`config.mk`:
```
export PLATFORM = sky130hd
export DESIGN_NAME = uart_echo_tx_flat
export DESIGN_NICKNAME = d
export VERILOG_FILES = /design/src/rtl/uart_echo_tx_pkg.sv /design/src/rtl/uart_echo_tx_if.sv /design/src/rtl/uart_echo_tx_byte_fifo.sv /design/src/rtl/uart_echo_tx.sv /design/src/flat_wrapper.sv
export SDC_FILE = /design/constraint.sdc
export NUM_CORES = 1
export LEC_CHECK = 0
export CAP_MARGIN = 20
export CELL_PAD_IN_SITES_DETAIL_PLACEMENT = 2
export CELL_PAD_IN_SITES_GLOBAL_PLACEMENT = 2
export CORE_ASPECT_RATIO = 0.9
export CORE_MARGIN = 2
export CORE_UTILIZATION = 47
export DETAILED_ROUTE_END_ITERATION = 6
export HOLD_SLACK_MARGIN = 0.1
export PLACE_DENSITY_LB_ADDON = 0.1
export SKIP_CTS_REPAIR_TIMING = 1
export SLEW_MARGIN = 30
export SYNTH_ARGS = -nofsm -noshare
export SYNTH_HDL_FRONTEND = slang
export SYNTH_SLANG_ARGS = --single-unit
export TNS_END_PERCENT = 100
```
`constraint.sdc`:
```
create_clock -name clk -period 7.1 [get_ports clk]
set_input_delay 1.065 -clock clk [delete_from_list [all_inputs] [get_ports clk]]
set_output_delay 1.065 -clock clk [all_outputs]
set_load 0.02 [all_outputs]
```
`src/rtl/uart_echo_tx_pkg.sv`:
```
// Shared constants, serializer state encoding and the baud divider helper
// for the UART echo transmitter and its neighbours on the UART link.
package uart_echo_tx_pkg;

  localparam logic [7:0] ASCII_CR = 8'h0D;
  localparam logic [7:0] ASCII_LF = 8'h0A;

  typedef enum logic [1:0] {
    ST_IDLE  = 2'd0,
    ST_START = 2'd1,
    ST_DATA  = 2'd2,
    ST_STOP  = 2'd3
  } tx_state_t;

  // Clocks per serial bit; integer division, remainder is ignored.
  function automatic int uart_div(input int clk_freq, input int baud);
    return clk_freq / baud;
  endfunction

endpackage

```
`src/rtl/uart_echo_tx_if.sv`:
```
// Byte-stream input and serial/status outputs of the echo transmitter.
// master = byte producer (uart_rx side), slave = uart_echo_tx.
interface uart_echo_tx_if #(
  parameter int FIFO_DEPTH = 8
);
  localparam int LW = $clog2(FIFO_DEPTH) + 1;

  logic [7:0]    in_byte;
  logic          in_valid;
  logic          tx;
  logic          busy;
  logic          overflow;
  logic [LW-1:0] level;

  modport master (
    output in_byte, in_valid,
    input  tx, busy, overflow, level
  );

  modport slave (
    input  in_byte, in_valid,
    output tx, busy, overflow, level
  );
endinterface

```
`src/rtl/uart_echo_tx_byte_fifo.sv`:
```
// Synchronous byte FIFO. Head is presented combinationally on dout while
// not empty. A push while full is accepted only if a pop happens on the
// same edge; otherwise it is ignored (the caller flags the drop).
module byte_fifo #(
  parameter int WIDTH = 8,
  parameter int DEPTH = 8
) (
  input  logic                   clk,
  input  logic                   rstn,
  input  logic                   push,
  input  logic [WIDTH-1:0]       din,
  input  logic                   pop,
  output logic [WIDTH-1:0]       dout,
  output logic [$clog2(DEPTH):0] level,
  output logic                   full,
  output logic                   empty
);
  localparam int AW = $clog2(DEPTH);
  localparam logic [AW:0] DEPTH_L = (AW + 1)'(DEPTH);

  logic [WIDTH-1:0] r_mem [DEPTH];
  logic [AW-1:0]    r_wptr;
  logic [AW-1:0]    r_rptr;
  logic [AW:0]      r_level;
  logic             w_do_pop;
  logic             w_do_push;

  assign empty     = (r_level == '0);
  assign full      = (r_level == DEPTH_L);
  assign w_do_pop  = pop && !empty;
  assign w_do_push = push && (!full || w_do_pop);
  assign dout      = r_mem[r_rptr];
  assign level     = r_level;

  // Storage array; contents are don't-care until written, so no reset.
  always_ff @(posedge clk) begin
    if (w_do_push) r_mem[r_wptr] <= din;
  end

  // Pointers wrap naturally (power-of-two depth); level tracks occupancy.
  always_ff @(posedge clk or negedge rstn) begin
    if (!rstn) begin
      r_wptr  <= '0;
      r_rptr  <= '0;
      r_level <= '0;
    end else begin
      if (w_do_push) r_wptr <= r_wptr + 1'b1;
      if (w_do_pop)  r_rptr <= r_rptr + 1'b1;
      case ({w_do_push, w_do_pop})
        2'b10:   r_level <= r_level + 1'b1;
        2'b01:   r_level <= r_level - 1'b1;
        default: r_level <= r_level;
      endcase
    end
  end

endmodule

```
`src/rtl/uart_echo_tx.sv`:
```
// UART echo transmitter: buffers received bytes and sends them back as
// 8N1 serial, optionally appending LF after every CR.
//
//  state    | meaning
//  ST_IDLE  | line high, waiting for a pending LF or a FIFO byte
//  ST_START | start bit (low) for DIV clocks
//  ST_DATA  | 8 data bits, LSB first, DIV clocks each
//  ST_STOP  | stop bit (high); last clock chains straight into next frame
module uart_echo_tx
  import uart_echo_tx_pkg::*;
#(
  parameter int CLK_FREQ   = 12000000,
  parameter int BAUD       = 9600,
  parameter int FIFO_DEPTH = 8,
  parameter int CRLF       = 1
) (
  input logic          clk,
  input logic          rstn,
  uart_echo_tx_if.slave bus
);
  localparam int DIV = uart_div(CLK_FREQ, BAUD);
  localparam int CW  = (DIV > 1) ? $clog2(DIV) : 1;
  localparam int LW  = $clog2(FIFO_DEPTH) + 1;
  localparam logic [CW-1:0] BCNT_LAST = CW'(DIV - 1);

  tx_state_t     r_state, w_state_nxt;
  logic [CW-1:0] r_bcnt, w_bcnt_nxt;
  logic [2:0]    r_bidx, w_bidx_nxt;
  logic [7:0]    r_shift, w_shift_nxt;
  logic          r_lf_pend, w_lf_pend_nxt;
  logic          r_is_lf, w_is_lf_nxt;
  logic          r_is_cr, w_is_cr_nxt;
  logic          r_tx, w_tx_nxt;
  logic          r_overflow;
  logic          w_pop;
  logic          w_take_fifo;
  logic          w_take_lf;
  logic          w_bit_end;
  logic [7:0]    w_dout;
  logic [LW-1:0] w_level;
  logic          w_full;
  logic          w_empty;

  byte_fifo #(
    .WIDTH (8),
    .DEPTH (FIFO_DEPTH)
  ) u_fifo (
    .clk   (clk),
    .rstn  (rstn),
    .push  (bus.in_valid),
    .din   (bus.in_byte),
    .pop   (w_pop),
    .dout  (w_dout),
    .level (w_level),
    .full  (w_full),
    .empty (w_empty)
  );

  assign w_bit_end    = (r_bcnt == BCNT_LAST);
  assign bus.tx       = r_tx;
  assign bus.overflow = r_overflow;
  assign bus.level    = w_level;
  assign bus.busy     = (r_state != ST_IDLE) | (w_level != '0) | r_lf_pend;

  // Next-state, counters and the value tx will carry after this edge.
  always_comb begin
    w_state_nxt   = r_state;
    w_bcnt_nxt    = r_bcnt;
    w_bidx_nxt    = r_bidx;
    w_shift_nxt   = r_shift;
    w_lf_pend_nxt = r_lf_pend;
    w_is_lf_nxt   = r_is_lf;
    w_is_cr_nxt   = r_is_cr;
    w_take_fifo   = 1'b0;
    w_take_lf     = 1'b0;
    w_pop         = 1'b0;
    w_tx_nxt      = 1'b1;

    case (r_state)
      ST_IDLE: begin
        if (r_lf_pend)     w_take_lf   = 1'b1;
        else if (!w_empty) w_take_fifo = 1'b1;
      end
      ST_START: begin
        if (w_bit_end) begin
          w_state_nxt = ST_DATA;
          w_bcnt_nxt  = '0;
          w_bidx_nxt  = '0;
        end else begin
          w_bcnt_nxt = r_bcnt + 1'b1;
        end
      end
      ST_DATA: begin
        if (w_bit_end) begin
          w_bcnt_nxt  = '0;
          w_shift_nxt = {1'b0, r_shift[7:1]};
          if (r_bidx == 3'd7) w_state_nxt = ST_STOP;
          else                w_bidx_nxt  = r_bidx + 1'b1;
        end else begin
          w_bcnt_nxt = r_bcnt + 1'b1;
        end
      end
      ST_STOP: begin
        if (w_bit_end) begin
          // A CR that just finished raises the LF request, which is served
          // on this very clock so nothing can slip between CR and LF.
          if ((CRLF != 0) && r_is_cr && !r_is_lf) begin
            w_lf_pend_nxt = 1'b1;
            w_take_lf     = 1'b1;
          end else if (!w_empty) begin
            w_take_fifo = 1'b1;
          end else begin
            w_state_nxt = ST_IDLE;
            w_bcnt_nxt  = '0;
          end
        end else begin
          w_bcnt_nxt = r_bcnt + 1'b1;
        end
      end
      default: w_state_nxt = ST_IDLE;
    endcase

    if (w_take_lf) begin
      w_shift_nxt   = ASCII_LF;
      w_is_lf_nxt   = 1'b1;
      w_is_cr_nxt   = 1'b0;
      w_lf_pend_nxt = 1'b0;
      w_state_nxt   = ST_START;
      w_bcnt_nxt    = '0;
    end else if (w_take_fifo) begin
      w_pop       = 1'b1;
      w_shift_nxt = w_dout;
      w_is_lf_nxt = 1'b0;
      w_is_cr_nxt = (w_dout == ASCII_CR);
      w_state_nxt = ST_START;
      w_bcnt_nxt  = '0;
    end

    case (w_state_nxt)
      ST_START: w_tx_nxt = 1'b0;
      ST_DATA:  w_tx_nxt = w_shift_nxt[0];
      default:  w_tx_nxt = 1'b1;
    endcase
  end

  // Serializer state and registered tx pin.
  always_ff @(posedge clk or negedge rstn) begin
    if (!rstn) begin
      r_state   <= ST_IDLE;
      r_bcnt    <= '0;
      r_bidx    <= '0;
      r_shift   <= '0;
      r_lf_pend <= 1'b0;
      r_is_lf   <= 1'b0;
      r_is_cr   <= 1'b0;
      r_tx      <= 1'b1;
    end else begin
      r_state   <= w_state_nxt;
      r_bcnt    <= w_bcnt_nxt;
      r_bidx    <= w_bidx_nxt;
      r_shift   <= w_shift_nxt;
      r_lf_pend <= w_lf_pend_nxt;
      r_is_lf   <= w_is_lf_nxt;
      r_is_cr   <= w_is_cr_nxt;
      r_tx      <= w_tx_nxt;
    end
  end

  // Sticky drop flag: a push into a full FIFO with no pop on the same edge.
  always_ff @(posedge clk or negedge rstn) begin
    if (!rstn)                                       r_overflow <= 1'b0;
    else if (bus.in_valid && w_full && !w_pop)       r_overflow <= 1'b1;
  end

endmodule

```
`src/flat_wrapper.sv`:
```
// flat-port wrapper written by rule: the top's interface ports become plain ports
module uart_echo_tx_flat import uart_echo_tx_pkg::*;
#(
  parameter int CLK_FREQ   = 12000000,
  parameter int BAUD       = 9600,
  parameter int FIFO_DEPTH = 8,
  parameter int CRLF       = 1
)
  (clk, rstn, bus_in_byte, bus_in_valid, bus_tx, bus_busy, bus_overflow, bus_level);
  uart_echo_tx_if #(.FIFO_DEPTH(FIFO_DEPTH)) bus_i ();
  input logic clk;
  input logic rstn;
  input wire logic [$bits(bus_i.in_byte)-1:0] bus_in_byte;
  input wire logic [$bits(bus_i.in_valid)-1:0] bus_in_valid;
  output wire logic [$bits(bus_i.tx)-1:0] bus_tx;
  output wire logic [$bits(bus_i.busy)-1:0] bus_busy;
  output wire logic [$bits(bus_i.overflow)-1:0] bus_overflow;
  output wire logic [$bits(bus_i.level)-1:0] bus_level;
  assign bus_i.in_byte = bus_in_byte;
  assign bus_i.in_valid = bus_in_valid;
  assign bus_tx = bus_i.tx;
  assign bus_busy = bus_i.busy;
  assign bus_overflow = bus_i.overflow;
  assign bus_level = bus_i.level;
  uart_echo_tx #(.CLK_FREQ(CLK_FREQ), .BAUD(BAUD), .FIFO_DEPTH(FIFO_DEPTH), .CRLF(CRLF)) u_core (.clk(clk), .rstn(rstn), .bus(bus_i));
endmodule
```
-- After elaboration in Yosys (flattened, before gate mapping)
Memory sizes are Yosys's and may differ from the RTL's.
Index checks and enable logic that the tools add are counted.
- $add $sub $neg: 6
- equal/unequal tests: 16
- mux-type cells: 47
- bitwise logic cells: 2
- reduce and logical (&&, ||, !) cells: 28
- operators with widths (kind ; number):
    11-bit 2-to-1 mux ; 6
    8-bit 2-to-1 mux ; 4
    11-bit case mux with 2 select lines ; 1
    1-bit 2-to-1 mux ; 19
    2-bit 2-to-1 mux ; 8
    2-bit nonzero test ; 7
    11-bit by 1-bit adder with 11-bit output (second input constant) ; 1
    11-bit equality test (second input constant) ; 1
    5-bit by 3-bit inequality test with 1-bit output (second input constant) ; 2
    3-bit by 1-bit adder with 3-bit output (second input constant) ; 3
    3-bit 2-to-1 mux ; 3
    2-bit equality test (second input constant) ; 4
    8-bit by 4-bit equality test with 1-bit output (second input constant) ; 1
    4-bit case mux with 2 select lines ; 1
    4-bit nonzero test ; 2
    2-bit by 1-bit equality test with 1-bit output (second input constant) ; 3
    1-bit case mux with 2 select lines ; 3
    2-bit case mux with 3 select lines ; 1
    3-bit case mux with 2 select lines ; 1
    3-bit AND reduction ; 2
    3-bit nonzero test ; 2
    1-bit logical AND ; 5
    4-bit by 1-bit adder with 4-bit output (second input constant) ; 1
    4-bit equality test (second input constant) ; 1
    12 further kinds ; 17
- flip-flop bits (word level): 39
- memory bits (writable): 64
- input port bits: 11
- output and inout bits: 7
- logic and storage cells: 113
- memories kept: 1
- memories (memory ; depth ; bits a word ; read ports ; clocked after memory_dff ; write ports ; line ; RTL):
    u_core.u_fifo.r_mem ; 8 ; 8 ; 1 ; 0 ; 1 ; uart_echo_tx_byte_fifo.sv:21 ; logic [WIDTH-1:0] r_mem [DEPTH];

-- Longest topological paths before layout
Gate-level depths: netlist (run 1).
- depth in word-level cells: 12
- mapped depth: 12
- mapped depth without buffers: 12

-- Hierarchy
A second synthesis (run 1) with hierarchy kept.
- cell total of the unflattened synthesis: 345
- area, all modules: 4827.1 µm²
- modules (own cells, without submodules) (module ; instances ; cells each ; area an instance (µm²) ; sequential area each (µm²)):
    byte_fifo ; 1 ; 162 ; 3150.5 ; 2172.1
    uart_echo_tx ; 1 ; 183 ; 1676.6 ; 726.9

-- Worst setup path before layout (run 1)
No wires, ideal clock.
- kind: reg2reg
- start point: register u_core.r_bcnt[4]
- end point: memory u_core.u_fifo.r_mem[0][0], enable pin
- setup time: 395 ps
- data arrival time: 2724 ps
- required time: 6705 ps
- slack: 3981 ps
- cell stages (with the launch flop): 9
- path buffers: 2
- period minus slack after synthesis: 3119 ps
- cells stage by stage: dfrtp_1 or4b_1 buf_2 nor3_4 a41o_1 and2_1 buf_6 nor2_1 nor4_1
- word-level cells in the longest chain between the ends: 10
- elaborated cells between the ends (all ways): 12
- classes of those cells: eq/ne (1); mux (8); reduce/logical (3)
- RTL lines (item ; line ; RTL):
    start, declared ; uart_echo_tx.sv:27 ; logic [CW-1:0] r_bcnt, w_bcnt_nxt;
    start signal, assigned ; uart_echo_tx.sv:159 ; r_bcnt <= w_bcnt_nxt;
    11-bit equality test (*) ; uart_echo_tx.sv:59 ; assign w_bit_end = (r_bcnt == BCNT_LAST);
    1-bit 2-to-1 mux ; uart_echo_tx.sv:104 ; if (w_bit_end) begin
    1-bit case mux with 2 select lines ; uart_echo_tx.sv:79 ; case (r_state)
    1-bit 2-to-1 mux ; uart_echo_tx.sv:130 ; end else if (w_take_fifo) begin
    1-bit 2-to-1 mux (*) ; uart_echo_tx.sv:123 ; if (w_take_lf) begin
    1-bit logical AND (*) ; uart_echo_tx_byte_fifo.sv:30 ; assign w_do_pop = pop && !empty;
    1-bit logical OR (*) ; uart_echo_tx_byte_fifo.sv:31 ; assign w_do_push = push && (!full || w_do_pop);
    1-bit logical AND (*) ; uart_echo_tx_byte_fifo.sv:31 ;
    1-bit 2-to-1 mux (*) ; uart_echo_tx_byte_fifo.sv:37 ; if (w_do_push) r_mem[r_wptr] <= din;
    1-bit 2-to-1 mux (not written as such) (*) ; uart_echo_tx_byte_fifo.sv:37 ;
    end, declared ; uart_echo_tx_byte_fifo.sv:21 ;
Mark *: on every way between the ends. The rest lies on a longest branch, timed or not.

-- Worst setup path after layout (run 1)
- start point: register u_core.r_bcnt[4]
- end point: memory u_core.u_fifo.r_mem[2][7], enable pin
Same word-level chain as after synthesis.

==> results.ini, run 1 <==
[routing]
avgRoutedWirePerCell_um = 26.66
vias = 3238
routed_wl_um = 13760
drt_drc_violations_left = 0
drt-initial-drc-count = 269
drt-pass1-iter-count = 4
drt-vias-per-instance = 6.275
ant_nets = 0

[timing]
fin_crit_sh_pct = 59.35
tightest_slew_ns = 0.8956
final-setup-viol-count = 0
final_max_slew_viol_count = 0
hold_violations = 0
fin_crit_ns = 4.214
clock.fmax_ghz = 0.2373
skew_ns = 0.006175
fin_setup_tns_ns = 0
rsz0062_at_grt = no
slew-limit-headroom_pct = 40.29
holdWs_ns = 0.4727

[clock_tree]
cts-root-buf = clkbuf_16
cts.path.max_buffers = 2
cts_tree = built
htreeDepth = 3
cts_inserted_buffers = 9
clk_pin_slew_ns = 0.07
clk-insertion-delay-late_ns = 0.35
clock_sinks = 103

[final_layout]
n_antenna_cell = 0
fin_util_pct = 53.87
area_growth_pct = 12.94
regArea_um2 = 2899
fillers = 947
multiInputGateArea_um2 = 1872
fin_nets = 405
drive_gt1_share_pct = 14.47

[critical_path]
worstPathRequired_ns = 7.09
arrival_ns = 4.20
critPathKind = reg -> reg
critPathLaunchType = flip-flop
crit_path_end_kind = flip-flop
critical_path.startpoint = u_core.r_bcnt[4]$_DFFE_PN0P_
crit_fanout = 18
endpoint = u_core.u_fifo.r_mem[2][7]$_DFFE_PP_
r2r_end = u_core.u_fifo.r_mem[2][7]$_DFFE_PP_
r2r_slack_ns = 2.89
timing.rr.start = u_core.r_bcnt[4]$_DFFE_PN0P_
r2r_cells = 6

[place]
place.gp.congestion = 0.7797
portBuffers = 17
place_hpwl_um = 9893

[global_route]
met3_usage_pct = 3.986
grt_antenna_before_repair = 0
grt_overflow = 0
grt_pass1_wl_um = 21860
grtUsageMet1_pct = 38.81
top_usage_layer = met2
met2_usage_pct = 42.19
grt_pass1_vias = 3522
grtUsageTotal_pct = 26.63
grt_max_degree = 40

[die]
die_x_um = 111.0
core_area_um2 = 10160
dieArea_um2 = 11140
ios = 18
fp-row-count = 35
start_util_pct = 47.70
die_h_um = 100.3

[power]
power-per-cell-area_nw_per_um2 = 284.5
ir_worst_vdd_uv = 245.7
p_total_mw = 1.557
power.leakage_nw = 2.047

[synthesis]
ys_async_sr_fraction_pct = 37.86
synthMostInstantiatedCell = edfxtp_1
synth_top_cell_area_share_pct = 39.66
synth_edf_count = 64
yosys_register_bits = 103
ys_types = 62
avgSynthCellArea_um2 = 13.28
yosys-top-cells-count = 64 x edfxtp_1, 38 x dfrtp_1, 30 x nand2_1, 27 x nor2_1, 22 x o21ai_0
yosys-top-cells-area = edfxtp_1 40%, dfrtp_1 20%, mux4_2 7.4%, ha_1 3.1%, nand2_1 2.3%
netlist.top_cell.by_area = edfxtp_1
syn_nets = 388
ys.flop_type = edfxtp_1
syn_area_um2 = 4846
ys_seq_area_share_pct = 59.82
synth_cells = 365
yosysWarningCount = 0

[min_path]
min-delay-start = u_core.bus.overflow$_DFFE_PN0P_
whs_path_depth = 1
hp-class = reg -> reg

[status]
status = finished clean

[job]
cap_violations = 0

==> power breakdown <==
| part | switching, mW | leakage [nW] | total [mW] | internal, mW |
|---|---|---|---|---|
| Combinational | 0.145 | 0.834 | 0.244 | 0.0990 |
| Clock | 0.237 | 0.148 | 0.516 | 0.279 |
| Sequential | 0.0735 | 1.06 | 0.797 | 0.723 |
==> sequential cells by signal, summed over array words and instances (netlist names), 2 cells and up <==
signal	flops
u_core.u_fifo.r_mem	64
u_core.r_shift	8
u_core.r_bidx	3
u_core.u_fifo.r_wptr	3
u_core.r_state	2
u_core.u_fifo.level	4
u_core.r_bcnt	11
u_core.u_fifo.r_rptr	3
==> layer usage <==
layer | up-vias | wire [µm]
met5 | - | 0
met4 | 0 | 246
met3 | 22 | 847
met2 | 103 | 6412
met1 | 1680 | 6251
li1 | 1433 | -
==> cells by family (layout without fill, tap and decap cells) <==
| kind of cell | count (synthesis) | count (layout) | synth area share, % |
|---|---|---|---|
| AO/OA/AOI/OAI | 73 | 73 | 10.35 |
| XOR/XNOR | 12 | 12 | 2.169 |
| adder cells (fa/ha/maj) | 12 | 12 | 3.098 |
| buffers and inverters | 25 | 47 | 2.298 |
| flip-flops | 103 | 103 | 59.82 |
| multiplexers | 31 | 31 | 10.66 |
| AND/OR/NAND/NOR | 109 | 109 | 11.59 |
==> metrics by stage <==
stage,cells,setup WS (ns),area (µm²)
2_1_floorplan,365,3.981,4846
3_3_place_gp,500,2.991,5129
3_5_place_dp,500,2.605,5129
4_1_cts,516,2.576,5434
5_1_grt,516,2.630,5473
6_report,516,2.886,5473
==> area by class of cell <==
class,instances,share of cell area (%)
Sequential cell,103,52.97
Multi-Input combinational cell,237,34.20
Clock buffer,9,4.115
Timing Repair Buffer,21,3.612
Tap cell,129,2.949
Clock inverter,7,1.463
Inverter,10,0.6859
==> worst max-delay path: stages (launching register included) <==
cell and delay [ns]:
dfrtp_1 0.43, or4b_1 0.69, nor3_4 0.60, a41o_1 0.36
and2_1 0.75, o21ai_0 0.36, nor3_2 0.65
==> cell usage in the layout (no fill, tap or decap), types with 7 or more instances in the layout <==
cell	n
inv_1	9
edfxtp_1	64
nand2_1	30
a21oi_1	8
mux4_2	16
clkdlybuf4s50_1	16
clkbuf_16	9
nor2_1	27
mux2i_1	10
ha_1	12
nand3_1	7
dfrtp_1	38
o21ai_0	22
==> worst min path at each step <==
stage | to | slack (ns)
after floorplan | u_core.r_shift[3]$_DFFE_PN0P_ | 0.44
after global placement | u_core.r_shift[3]$_DFFE_PN0P_ | 0.46
final | u_core.bus.overflow$_DFFE_PN0P_ | 0.47
after detailed placement | u_core.bus.overflow$_DFFE_PN0P_ | 0.46
after CTS | u_core.bus.overflow$_DFFE_PN0P_ | 0.48
after global routing | u_core.r_shift[1]$_DFFE_PN0P_ | 0.51
No activity file was read; power rests on OpenSTA's default activity.
==> run 2, diff against run 1 <==
CORE_UTILIZATION = 43   (was 47)
clock period = 4 ns   (was 7.1 ns; I/O delays follow)
==> results.ini, run 2 (synthesized netlist as in run 1, its figures left out) <==
[status]
status = finished clean

[power]
p_total_mw = 2.758
clkPwrFrac_pct = 32.5
power_frac_seq_pct = 51.4
power.leakage_nw = 2.083
p_int_mw = 1.917
pwr-share-comb_pct = 16.1
power-per-cell-area_nw_per_um2 = 499.0
sw_frac_of_total_pct = 30.50
ir_worst_vdd_uv = 333.3
power_switching_uw = 841.2

[die]
dieArea_um2 = 12140
start_util_pct = 44.46
ios = 18
die_x_um = 115.9
die_h_um = 104.7
core_area_um2 = 10900
fp-row-count = 36

[global_route]
grt_overflow = 0
grt_antenna_before_repair = 0
grtUsageTotal_pct = 24.92
grt_pass1_vias = 3490
grt_max_degree = 40
grt_pass1_wl_um = 21870

[final_layout]
largest_reg_flops = 64
layout_commonest_cell = edfxtp_1
fillers = 1068
final-instance-count-excl-fill = 547
largest-register = u_core.u_fifo.r_mem
fin_util_pct = 50.71
finalInstanceArea_um2 = 5528
n_antenna_cell = 0
drive_gt1_share_pct = 14.68
biggestRegsByFlops = u_core.u_fifo.r_mem (64), u_core.r_bcnt (11), u_core.r_shift (8)
area_growth_pct = 14.07
fin_nets = 413
final_cell_mix = 64 x edfxtp_1, 37 x dfrtp_1, 30 x nand2_1

[clock_tree]
cts_tree = built
clk-insertion-delay-late_ns = 0.36
clock_sinks = 103
htreeDepth = 3
cts_inserted_buffers = 9
clk_pin_slew_ns = 0.08
cts.path.max_buffers = 2
cts-root-buf = clkbuf_16

[critical_path]
worstPathRequired_ns = 4.23
crit_fanout = 6
worst-path-buf-inv = 0
crit_slowest_cell = or4b_1
critPathKind = reg -> reg
arrival_ns = 3.55
crit_chain = or4b_1 -> nor4_4 -> a211oi_2 -> nand2_1 -> nor2_1 -> xor2_1 -> ha_1 -> nor3_1 -> mux2i_1 -> xnor2_1
crit_path_end_kind = flip-flop
critPathMaxStageDelay_ns = 0.71
critPathTopFamily = simple AND/OR/NAND/NOR gates
critPathLaunchType = flip-flop

[routing]
drt-vias-per-instance = 5.973
ant_nets = 0
vias = 3267
drt_drc_violations_left = 0
drt-pass1-iter-count = 4
routed_wl_um = 14110
avgRoutedWirePerCell_um = 25.80
drt-initial-drc-count = 298

[place]
place_hpwl_um = 10130
portBuffers = 17
place.gp.congestion = 0.8006
place_area_um2 = 5219
dp.cells = 531
dp_slack_ns = 0.8077

[job]
cap_violations = 0

[timing]
fin_crit_sh_pct = 82.97
tightest_slew_ns = 0.9699
final-setup-viol-count = 0
final_max_slew_viol_count = 0
setup_ws_ns = 0.6812
rsz0062_at_grt = no
fin_setup_tns_ns = 0
slew-limit-headroom_pct = 34.75
clock.fmax_ghz = 0.3013
holdWs_ns = 0.2230
hold_violations = 0
skew_ns = 0.01584
fin_crit_ns = 3.319

[min_path]
hp-class = in -> async

-- run 2: cell types whose count changed in the layout (fill, tap and decap cells not counted), moves of 2 or more --
cell      change
buf_4         +8
nor3_2        -6
clkinv_8      +2
nor3_1        +6
-- run 2: per-layer routing --
metal  track usage, %  routed length, µm  share of wire (%)
met3            4.640                760                5.4
met4            5.357                140               0.99
met1            38.00               6711                 48
met5                0                  0                  0
met2            37.26               6501                 46
-- run 2: power groups by stage --
stage | Clock [mW] | Combinational (mW) | Sequential (mW)
after floorplan | 0 | 0.231 | 1.40
after global placement | 0 | 0.408 | 1.42
after detailed placement | 0 | 0.436 | 1.43
after CTS | 0.919 | 0.447 | 1.41
after global routing | 0.946 | 0.481 | 1.43
final | 0.897 | 0.444 | 1.42
-- run 2: path summary, 6_finish.rpt --
path / from / to / slack [ns] / depth (start not counted)
setup / recovery: u_core.r_bcnt[4]$_DFFE_PN0P_ / u_core.u_fifo.level[2]$_DFFE_PN0P_ / 0.68 / 10
hold / removal: rstn / u_core.r_shift[6]$_DFFE_PN0P_ / 0.22 / 1
setup reg to reg: u_core.r_bcnt[4]$_DFFE_PN0P_ / u_core.u_fifo.level[2]$_DFFE_PN0P_ / 0.68 / 10
hold reg to reg: u_core.bus.overflow$_DFFE_PN0P_ / u_core.bus.overflow$_DFFE_PN0P_ / 0.48 / 1
max in group asynchronous: rstn / u_core.u_fifo.r_rptr[1]$_DFFE_PN0N_ / 3.39 / 1
min in group clk: u_core.bus.overflow$_DFFE_PN0P_ / u_core.bus.overflow$_DFFE_PN0P_ / 0.48 / 1
-- run 2: area by class of cell --
| type | instances | area [µm²] | area share [%] |
|---|---|---|---|
| Clock buffer | 9 | 225.2 | 4.074 |
| Multi-Input combinational cell | 237 | 1836 | 33.21 |
| Inverter | 10 | 37.54 | 0.6790 |
| Sequential cell | 103 | 2900 | 52.47 |
| Clock inverter | 7 | 81.33 | 1.471 |
| Tap cell | 152 | 190.2 | 3.440 |
| Timing Repair Buffer | 29 | 257.7 | 4.663 |
==> run 3, diff against run 2 <==
CORE_UTILIZATION = 39   (was 43)
clock period = 2.9 ns   (was 4 ns; I/O delays follow)
==> results.ini, run 3 (synthesized netlist as in run 1, its figures left out) <==
[final_layout]
drive_gt1_share_pct = 23.89
n_antenna_cell = 0
final_cell_mix = 64 x edfxtp_1, 43 x buf_4, 37 x dfrtp_1
biggestRegsByFlops = u_core.u_fifo.r_mem (64), u_core.r_bcnt (11), u_core.r_shift (8)
area_growth_pct = 21.35
largest-register = u_core.u_fifo.r_mem
layout_commonest_cell = edfxtp_1
largest_reg_flops = 64
fin_nets = 445

[power]
power_switching_mw = 1.236
power-per-cell-area_nw_per_um2 = 669.1
ir_worst_vdd_uv = 475.7
clkPwrFrac_pct = 32.0
pwr-share-comb_pct = 19.1
power_frac_seq_pct = 48.9
sw_frac_of_total_pct = 31.42
power.leakage_nw = 2.265
p_int_mw = 2.699

[global_route]
grt_pass1_vias = 3744
grtUsageTotal_pct = 23.41
grt_overflow = 0
grt_pass1_wl_um = 22650
grt_max_degree = 40
grt_antenna_before_repair = 0

[routing]
routed-wl-met3_um = 381
top_layer = met4
vias = 3353
ant_nets = 0
routed_wl_um = 14300
drt-vias-per-instance = 5.712
drt-initial-drc-count = 228
met2_length_um = 7171
drt_drc_violations_left = 0
drt-pass1-iter-count = 4
wl_met1_um = 6597
avgRoutedWirePerCell_um = 24.35

[timing]
holdWs_ns = 0.4830
clock.fmax_ghz = 0.3589
hold_violations = 0
final-setup-viol-count = 0
tightest_slew_ns = 0.8190
slew-limit-headroom_pct = 45.40
skew_ns = 0.01175
final_max_slew_viol_count = 0
fin_crit_ns = 2.786
fin_crit_sh_pct = 96.08
fin_setup_tns_ns = 0

[place]
place_hpwl_um = 10250
portBuffers = 17
place.gp.congestion = 0.7719

[critical_path]
critPathKind = reg -> reg
crit_fanout = 16
arrival_ns = 2.85
critPathLaunchType = flip-flop
worstPathRequired_ns = 2.96
crit_path_end_kind = flip-flop

[die]
die_x_um = 121.5
die_h_um = 109.8
start_util_pct = 40.13
dieArea_um2 = 13330
core_area_um2 = 12080
fp-row-count = 38
ios = 18

[clock_tree]
htreeDepth = 3
cts.path.max_buffers = 2
clock_sinks = 103
clk-insertion-delay-late_ns = 0.37
cts_tree = built
cts_inserted_buffers = 9
clk_pin_slew_ns = 0.08
cts-root-buf = clkbuf_16

[job]
cap_violations = 0

[status]
status = finished clean

[min_path]
hp-class = reg -> reg

-- run 3: cell count changes in the layout (fill, tap and decap cells not counted), sizes merged --
cell	change
buf	+31
clkinvlp	+1
inv	+1
clkinv	-2
dlygate4sd3	+1
-- run 3: worst paths after layout --
path | startpoint | endpoint | slack (ns) | cells after the start
min in group asynchronous | rstn | u_core.r_shift[7]$_DFFE_PN0P_ | 0.60 | 2
worst max-delay path | u_core.r_bcnt[9]$_DFFE_PN0P_ | u_core.u_fifo.r_mem[1][3]$_DFFE_PP_ | 0.11 | 9
max in group asynchronous | rstn | u_core.r_state[1]$_DFF_PN0_ | 1.89 | 2
worst min register to register | u_core.r_shift[3]$_DFFE_PN0P_ | u_core.r_shift[3]$_DFFE_PN0P_ | 0.48 | 1
worst max register to register | u_core.r_bcnt[9]$_DFFE_PN0P_ | u_core.u_fifo.r_mem[1][3]$_DFFE_PP_ | 0.11 | 9
worst min-delay path | u_core.r_shift[3]$_DFFE_PN0P_ | u_core.r_shift[3]$_DFFE_PN0P_ | 0.48 | 1
-- run 3: per-stage QoR --
step	area (µm²)	total power [mW]	util, %	setup slack [ns]	std cells
final	5881	3.935	48.69	0.1136	587
after global routing	5881	4.098	48.69	-0.02050	587
after CTS	5778	3.902	47.85	-0.5077	583
after detailed placement	5470	2.642	45.30	-0.4775	567
after global placement	5465	2.570	45.25	-0.1170	567
after floorplan	4861	2.262	-	-0.2185	365
-- run 3: layout make-up --
cell class / instances / area (µm²)
clock buffers: 9 / 225.2
clock inverters: 7 / 82.58
fillers: 1195 / 6196
inverters: 10 / 37.54
multi-input cells: 237 / 1927
flip-flops and latches: 103 / 2900
well taps: 160 / 200.2
repair buffers: 61 / 508.0
-- run 3: critical path: stages (launching register included) --
cell and delay [ns]:
dfrtp_1 0.38, or4b_4 0.56, nor3_4 0.21, a41o_1 0.25, and2_4 0.18, buf_4 0.12, buf_8 0.18, nor2_1 0.10
nor4_2 0.24, buf_4 0.25
-- run 3: metal layers --
| metal | track usage (%) | up-vias |
|---|---|---|
| met5 | 0 | - |
| met1 | 31.55 | 1782 |
| li1 | - | 1511 |
| met4 | 5.255 | 0 |
| met2 | 39.17 | 50 |
| met3 | 5.083 | 10 |
-- run 3: power groups by stage --
stage / logic (mW) / clock network (mW) / registers [mW]
2_1_floorplan: 0.329 / 0 / 1.93
3_3_place_gp: 0.650 / 0 / 1.92
3_5_place_dp: 0.702 / 0 / 1.94
4_1_cts: 0.711 / 1.28 / 1.91
5_1_grt: 0.824 / 1.33 / 1.95
6_report: 0.752 / 1.26 / 1.92
